### config.mk
export PLATFORM = sky130hd
export DESIGN_NAME = nibble_serial_adder
export DESIGN_NICKNAME = d
export VERILOG_FILES = /design/src/rtl/nibble_serial_adder.sv
export SDC_FILE = /design/constraint.sdc
export NUM_CORES = 1
export LEC_CHECK = 0
export CAP_MARGIN = 5
export CORE_MARGIN = 4
export CORE_UTILIZATION = 50
export DETAILED_ROUTE_END_ITERATION = 6
export MAX_ROUTING_LAYER = met4
export PLACE_DENSITY = 0.78
export REMOVE_ABC_BUFFERS = 1
export SLEW_MARGIN = 25
export SYNTH_ARGS = -nofsm -noshare
export SYNTH_HDL_FRONTEND = slang
export SYNTH_HIERARCHICAL = 1
export SYNTH_SLANG_ARGS = --single-unit
### constraint.sdc
create_clock -name clk -period 3.6 [get_ports clk]
set_input_delay 0.72 -clock clk [delete_from_list [all_inputs] [get_ports clk]]
set_output_delay 0.72 -clock clk [all_outputs]
set_load 0.005 [all_outputs]
### src/rtl/nibble_serial_adder.sv
// Nibble-serial adder: one 4-bit lookahead adder is reused once per slice,
// least-significant slice first, to add two W-bit operands plus a carry-in.
// A valid/ready handshake accepts operands and holds the result until the
// consumer takes it.

// 4-bit adder. Carries are formed from generate/propagate terms, so every
// carry depends only on the inputs and the slice carry-in.
module ripple_carry_lookahead_adder (
   input  logic [3:0] a,
   input  logic [3:0] b,
   input  logic       cin,
   output logic [3:0] sum,
   output logic       cout
);

   logic [3:0] g;
   logic [3:0] p;
   logic [4:0] c;

   assign g = a & b;
   assign p = a ^ b;

   assign c[0] = cin;
   assign c[1] = g[0] | (p[0] & cin);
   assign c[2] = g[1] | (p[1] & g[0]) | (p[1] & p[0] & cin);
   assign c[3] = g[2] | (p[2] & g[1]) | (p[2] & p[1] & g[0])
               | (p[2] & p[1] & p[0] & cin);
   assign c[4] = g[3] | (p[3] & g[2]) | (p[3] & p[2] & g[1])
               | (p[3] & p[2] & p[1] & g[0])
               | (p[3] & p[2] & p[1] & p[0] & cin);

   assign sum  = p ^ c[3:0];
   assign cout = c[4];

endmodule

module nibble_serial_adder #(
   parameter int NIBBLES = 4
) (
   input  logic                   clk,
   input  logic                   rst,
   input  logic                   in_valid,
   output logic                   in_ready,
   input  logic [4*NIBBLES-1:0]   a,
   input  logic [4*NIBBLES-1:0]   b,
   input  logic                   cin,
   output logic                   out_valid,
   input  logic                   out_ready,
   output logic [4*NIBBLES-1:0]   sum,
   output logic                   cout
);

   localparam int W  = 4 * NIBBLES;
   localparam int CW = (NIBBLES > 1) ? $clog2(NIBBLES) : 1;
   localparam logic [CW-1:0] LAST_SLICE = CW'(NIBBLES - 1);

   typedef enum logic [1:0] {
      IDLE = 2'd0,
      ADD  = 2'd1,
      DONE = 2'd2
   } state_t;

   state_t          state_reg;
   state_t          state_next;

   logic [W-1:0]    a_reg;
   logic [W-1:0]    b_reg;
   logic [W-1:0]    sum_reg;
   logic            carry_reg;
   logic            cout_reg;
   logic [CW-1:0]   cnt_reg;

   logic [3:0]      a_nib [NIBBLES];
   logic [3:0]      b_nib [NIBBLES];
   logic [3:0]      slice_a;
   logic [3:0]      slice_b;
   logic [3:0]      slice_sum;
   logic            slice_cout;
   logic            last_slice;

   // Split the captured operands into nibble lanes for the slice mux.
   generate
      for (genvar gi = 0; gi < NIBBLES; gi++) begin : g_nib
         assign a_nib[gi] = a_reg[4*gi +: 4];
         assign b_nib[gi] = b_reg[4*gi +: 4];
      end
   endgenerate

   assign slice_a    = a_nib[cnt_reg];
   assign slice_b    = b_nib[cnt_reg];
   assign last_slice = (cnt_reg == LAST_SLICE);

   ripple_carry_lookahead_adder u_slice_adder (
      .a    (slice_a),
      .b    (slice_b),
      .cin  (carry_reg),
      .sum  (slice_sum),
      .cout (slice_cout)
   );

   // State register; reset drops straight back to IDLE, aborting any operation.
   always_ff @(posedge clk or posedge rst) begin
      if (rst) begin
         state_reg <= IDLE;
      end else begin
         state_reg <= state_next;
      end
   end

   // Next-state and handshake outputs; no accept in the handoff cycle.
   always_comb begin
      state_next = state_reg;
      in_ready   = 1'b0;
      out_valid  = 1'b0;
      case (state_reg)
         IDLE: begin
            in_ready = 1'b1;
            if (in_valid) begin
               state_next = ADD;
            end
         end
         ADD: begin
            if (last_slice) begin
               state_next = DONE;
            end
         end
         DONE: begin
            out_valid = 1'b1;
            if (out_ready) begin
               state_next = IDLE;
            end
         end
         default: begin
            state_next = IDLE;
         end
      endcase
   end

   // Datapath: capture operands on accept, then one slice per cycle in ADD.
   // The counter parks on the last slice rather than wrapping.
   always_ff @(posedge clk or posedge rst) begin
      if (rst) begin
         a_reg     <= '0;
         b_reg     <= '0;
         sum_reg   <= '0;
         carry_reg <= 1'b0;
         cout_reg  <= 1'b0;
         cnt_reg   <= '0;
      end else begin
         case (state_reg)
            IDLE: begin
               if (in_valid) begin
                  a_reg     <= a;
                  b_reg     <= b;
                  carry_reg <= cin;
                  cout_reg  <= 1'b0;
                  cnt_reg   <= '0;
               end
            end
            ADD: begin
               sum_reg[4*cnt_reg +: 4] <= slice_sum;
               carry_reg               <= slice_cout;
               if (last_slice) begin
                  cout_reg <= slice_cout;
               end else begin
                  cnt_reg <= cnt_reg + 1'b1;
               end
            end
            default: begin
            end
         endcase
      end
   end

   assign sum  = sum_reg;
   assign cout = cout_reg;

endmodule

==> results of run 1 <==
==> kinds of logic after synthesis <==
group,Yosys count,share of synthesized area
adders and majority gates,10,0.04905
AOI/OAI and AO/OA,26,0.08191
muxes,42,0.2152
DFF,54,0.4998
buffers and inverters,26,0.04164
and+or+nand+nor,39,0.1027
xor gates and xnor gates,3,0.009719
==> layer usage <==
metal | share of wire | track usage | wire length, µm
met5 | 0 | - | 0
met4 | 0.012 | 0.05743 | 61
met3 | 0.055 | 0.04167 | 290
met2 | 0.48 | 0.2899 | 2571
met1 | 0.45 | 0.2257 | 2378
==> worst max-delay path: stages (launching register included) <==
cell and delay [ps]:
dfrtp_1 650, mux4_1 640, ha_1 300, a21o_1 200, a31o_1 240, xor2_1 290
nand2_1 90, o32ai_1 240
==> cells in the mapped netlist, drive strengths merged (2+ instances only) <==
master  count  area (µm²)
dfrtp      54        1351
mux2       34       382.9
inv        15       56.30
ha          9       112.6
a32o        8       80.08
mux4        8       198.9
buf         7       41.29
nand2       6       22.52
nand2b      5       31.28
and2        4       25.02
clkbuf      4       15.01
o32ai       4       35.03
a21o        3       22.52
nand3b      3       22.52
nor2b       3       18.77
nor3b       3       27.52
o221ai      3       26.28
a21oi       2       10.01
and3b       2       17.52
and4b       2       20.02
nand3       2       10.01
nand4b      2       17.52
nor4bb      2       20.02
o22ai       2       12.51
or4b        2       23.77
xnor2       2       17.52
==> where the power goes <==
part	switching (mW)	internal [mW]	total [mW]
clock	0.194	0.208	0.402
combinational	0.864	0.956	1.82
sequential	0.193	0.882	1.08
==> worst max-delay path by stage <==
stage	startpoint	endpoint	slack [ps]	cells past startpoint
after floorplan	cnt_reg[0]	sum[3]	910	7
after global placement	cnt_reg[0]	sum[3]	920	7
after detailed placement	cnt_reg[0]	sum[11]	810	7
after CTS	cnt_reg[0]	sum[11]	810	7
after global routing	cnt_reg[0]	sum[11]	640	7
final	cnt_reg[0]	sum[11]	850	7
==> metrics by stage <==
| stage | hold WS [ps] | worst slack [ps] |
|---|---|---|
| after detailed placement | 484.5 | 813.8 |
| after floorplan | 472.0 | 912.2 |
| after global placement | 482.8 | 919.1 |
| after CTS | 511.2 | 808.2 |
| after global routing | 527.2 | 641.7 |
| final | 508.2 | 849.9 |
==> area by class of cell <==
type                    instances  area, µm²
fillers                       394       1745
flip-flops and latches         54       1351
multi-input cells             120       1246
repair buffers                 58      573.1
well taps                      70      87.58
clock buffers                   6      72.57
inverters                      15      58.81
clock inverters                 2      37.54
==> results.json, run 1 <==
{
  "outcome": "complete, no violations",
  "synth_area_um2": 2704,
  "placed_area_um2": 3317,
  "grt_pass1_wl_mm": 8.804,
  "critical_path_class": "reg -> reg",
  "cp_max_fo": 11,
  "first_pass_iters": 4,
  "yosys_most_used_dff": "dfrtp_1",
  "finalHoldViolations": 0,
  "ir_worst_vdd_mv": 0.4548,
  "clock-root-buffer": "clkbuf_8",
  "p_leak_nw": 1.439,
  "slew_violations": 0,
  "die_height_um": 81.54,
  "fin_nets": 301,
  "drt_iter0_drc": 62,
  "yosysWarnings": 6,
  "synth_cell_types": 39,
  "dp.cells": 317,
  "path_clk_slew_ps": 100,
  "synth-async-reset-ratio": 1.000,
  "final_core_util": 0.6626,
  "synth-edff-count": 0,
  "hold_buffers": 0,
  "cp-end-kind": "flop",
  "cap_viol_max_count": 0,
  "clk_latency_ps": 310,
  "antenna_found_initial": 0,
  "min_from": "sum[14]",
  "relSlewSlack": 0.5657,
  "hpwl_mm": 3.834,
  "fin_area_um2": 3427,
  "reg2regPathDepth": 7,
  "grt_usage": 0.1800,
  "grt_max_degree": 55,
  "finClkSkew_ps": 11.58,
  "ys_seq_area_frac": 0.4998,
  "drcViolationCount": 0,
  "start_kind": "flop",
  "final_cell_mix": "clkdlybuf4s50_1, dfrtp_1, mux2_2",
  "final_common_cell": "clkdlybuf4s50_1",
  "design.core.area_um2": 5172,
  "pwr_density_cell_nw_per_um2": 962.2,
  "cts_buffers": 5,
  "cts_tree": "built",
  "num_rows": 26,
  "drive_above_1_share": 0.2118,
  "grt_pass1_vias": 1845,
  "worstHoldPathType": "reg -> reg",
  "fmax_mhz": 363.6,
  "numPortBuffers": 55,
  "die_x_um": 81.54,
  "total_power_mw": 3.297,
  "gp_congestion": 0.8083,
  "reg2reg_to": "sum[11]",
  "setup_viol": 0,
  "worst_ep_arrival_time_ps": 2970,
  "grt-ovfl-total": 0,
  "clock-sinks": 54,
  "via_per_inst": 5.578,
  "cp.required_ps": 3820,
  "cts-htree-levels": 2,
  "r2r-start": "cnt_reg[0]",
  "setup_tns_ps": 0,
  "num_antenna_cells": 0,
  "avgSynthCellArea_um2": 13.52,
  "worst_slew_pin_slew_ps": 651.4,
  "antenna_left": 0,
  "final.period_utilization": 0.7639,
  "synth_seq_cells": 54,
  "hold_path_depth": 1,
  "r2r_slack_ps": 850,
  "start_util": 0.5227,
  "rsz0062_at_grt": "false",
  "dieArea_um2": 6648,
  "postCtsResizedCells": 0,
  "fin_crit_ps": 2750,
  "hold_path_end": "sum[14]",
  "ios": 56,
  "cts_buffer_depth": 2,
  "stdcell_count": 325,
  "wl_per_cell_um": 16.31,
  "post_cts_buffers": 0,
  "num_vias": 1813,
  "wl_mm": 5.302,
  "area_delta_synth_final_pct": 26.75,
  "synth_cells": 200
}
Note: power is estimated with default switching activity, not from simulation.
==> inputs of run 2 (changes only) <==
clock period = 2.6 ns   (was 3.6 ns; I/O delays follow)
==> run 2 against run 1 <==
Worst setup slack got worse by 750 ps. Global-route usage increased by 0.071 points. Core utilization increased by 1.3 points. Die area unchanged. Total power increased by 45%. Critical path type unchanged. Largest power group unchanged.
==> results.json, run 2 (synthesized netlist as in run 1, its figures left out) <==
{
  "hpwl_mm": 4.078,
  "antenna_found_initial": 0,
  "worst_slew_pin_slew_ps": 527.8,
  "pwr_density_cell_nw_per_um2": 1371,
  "slew_violations": 0,
  "cts_buffer_depth": 2,
  "total_power_mw": 4.786,
  "post_cts_buffers": 0,
  "cp-end-kind": "flop",
  "grt_pass1_wl_mm": 8.756,
  "relSlewSlack": 0.6474,
  "num_vias": 1820,
  "die_x_um": 81.54,
  "fillCellCount": 385,
  "worst_ep_arrival_time_ps": 2700,
  "outcome": "complete, no violations",
  "fin_nets": 307,
  "grt-ovfl-total": 0,
  "clk_latency_ps": 300,
  "final_cell_mix": "clkdlybuf4s50_1, dfrtp_1, mux2_2",
  "finalHoldViolations": 0,
  "clock-sinks": 54,
  "ir_worst_vdd_mv": 0.7067,
  "fin_area_um2": 3492,
  "path_clk_slew_ps": 90,
  "drcViolationCount": 0,
  "fmax_mhz": 400.6,
  "gp_congestion": 0.8119,
  "drt_iter0_drc": 91,
  "dp.cells": 323,
  "critical_path_class": "reg -> reg",
  "num_antenna_cells": 0,
  "grt_usage": 0.1807,
  "seqCellArea_um2": 1353,
  "finalWorstSetupSlack_ps": 104.0,
  "design.core.area_um2": 5172,
  "cap_viol_max_count": 0,
  "antenna_left": 0,
  "hold_buffers": 0,
  "finClkSkew_ps": 5.035,
  "ios": 56,
  "rsz0062_at_grt": "false",
  "via_per_inst": 5.498,
  "multi_input_area_um2": 1274,
  "start_util": 0.5227,
  "cts-htree-levels": 2,
  "placed_area_um2": 3372,
  "area_delta_synth_final_pct": 29.15,
  "slowest_delay_ps": 550,
  "stdcell_count": 331,
  "grt_max_degree": 32,
  "cp_max_fo": 5,
  "drive_above_1_share": 0.2452,
  "cts_buffers": 5,
  "path_cells": "buf_4 -> mux4_1 -> ha_1 -> a21o_1 -> a31o_1 -> xor2_2 -> and2_1 -> a32o_1",
  "pre_cts_ws_ps": 17.01,
  "final_common_cell": "clkdlybuf4s50_1",
  "num_rows": 26,
  "numPortBuffers": 55,
  "worst_path_max_delay_cell": "mux4_1",
  "p_leak_nw": 1.477,
  "wl_mm": 5.336,
  "cts_tree": "built",
  "wl_per_cell_um": 16.12,
  "clock-root-buffer": "clkbuf_8",
  "die_height_um": 81.54,
  "postCtsResizedCells": 1,
  "first_pass_iters": 4,
  "cp.required_ps": 2800,
  "dieArea_um2": 6648,
  "final.period_utilization": 0.9600,
  "start_kind": "flop",
  "grt_pass1_vias": 1860,
  "worstHoldPathType": "reg -> reg",
  "fin_crit_ps": 2496,
  "setup_viol": 0
}
==> run 2: layout make-up <==
class	instances	area share
Timing Repair Buffer	64	0.1806
Tap cell	70	0.02508
Sequential cell	54	0.3873
Clock buffer	7	0.02472
Clock inverter	1	0.001433
Inverter	15	0.01612
Multi-Input combinational cell	120	0.3647
==> run 2: per-layer routing <==
| layer | vias to the layer above | track usage | part of all wire |
|---|---|---|---|
| met5 | - | - | 0 |
| met4 | 0 | 0.07432 | 0.019 |
| met3 | 9 | 0.03399 | 0.047 |
| met2 | 46 | 0.2972 | 0.50 |
| met1 | 904 | 0.2190 | 0.44 |
| li1 | 861 | - | - |
==> run 2: worst paths after layout <==
| check | start | end | slack [ps] | cells past startpoint |
|---|---|---|---|---|
| worst max-delay path | cnt_reg[0] | sum[3] | 100 | 8 |
| worst min-delay path | sum[14] | sum[14] | 500 | 1 |
| worst max register to register | cnt_reg[0] | sum[3] | 100 | 8 |
| worst min register to register | sum[14] | sum[14] | 500 | 1 |
| max in group asynchronous | rst | cnt_reg[0] | 1500 | 3 |
| min in group asynchronous | rst | a_reg[8] | 560 | 2 |
==> run 2: worst max-delay path: cells and delay by family (launching register included) <==
family                     cells  cell delay, ps
AOI/OAI and AO/OA              3             660
muxes                          1             550
DFF                            1             450
adders and majority gates      1             250
xor gates and xnor gates       1             180
buffers and inverters          1             160
and+or+nand+nor                1             150
==> run 2: metrics by stage <==
step | utilization | hold slack [ps] | setup TNS, ps
global placement | 0.6519 | 483.6 | 0
detailed placement | 0.6519 | 480.9 | 0
finish | 0.6751 | 500.3 | 0
CTS | 0.6710 | 502.4 | 0
floorplan | - | 472.0 | -163.3
global route | 0.6751 | 508.0 | 0
==> run 2: where the power goes <==
part	internal [mW]	switching [mW]	total, mW
clock network	0.215	0.262	0.478
logic	1.51	1.33	2.84
registers	1.22	0.244	1.47
total	2.95	1.83	4.79
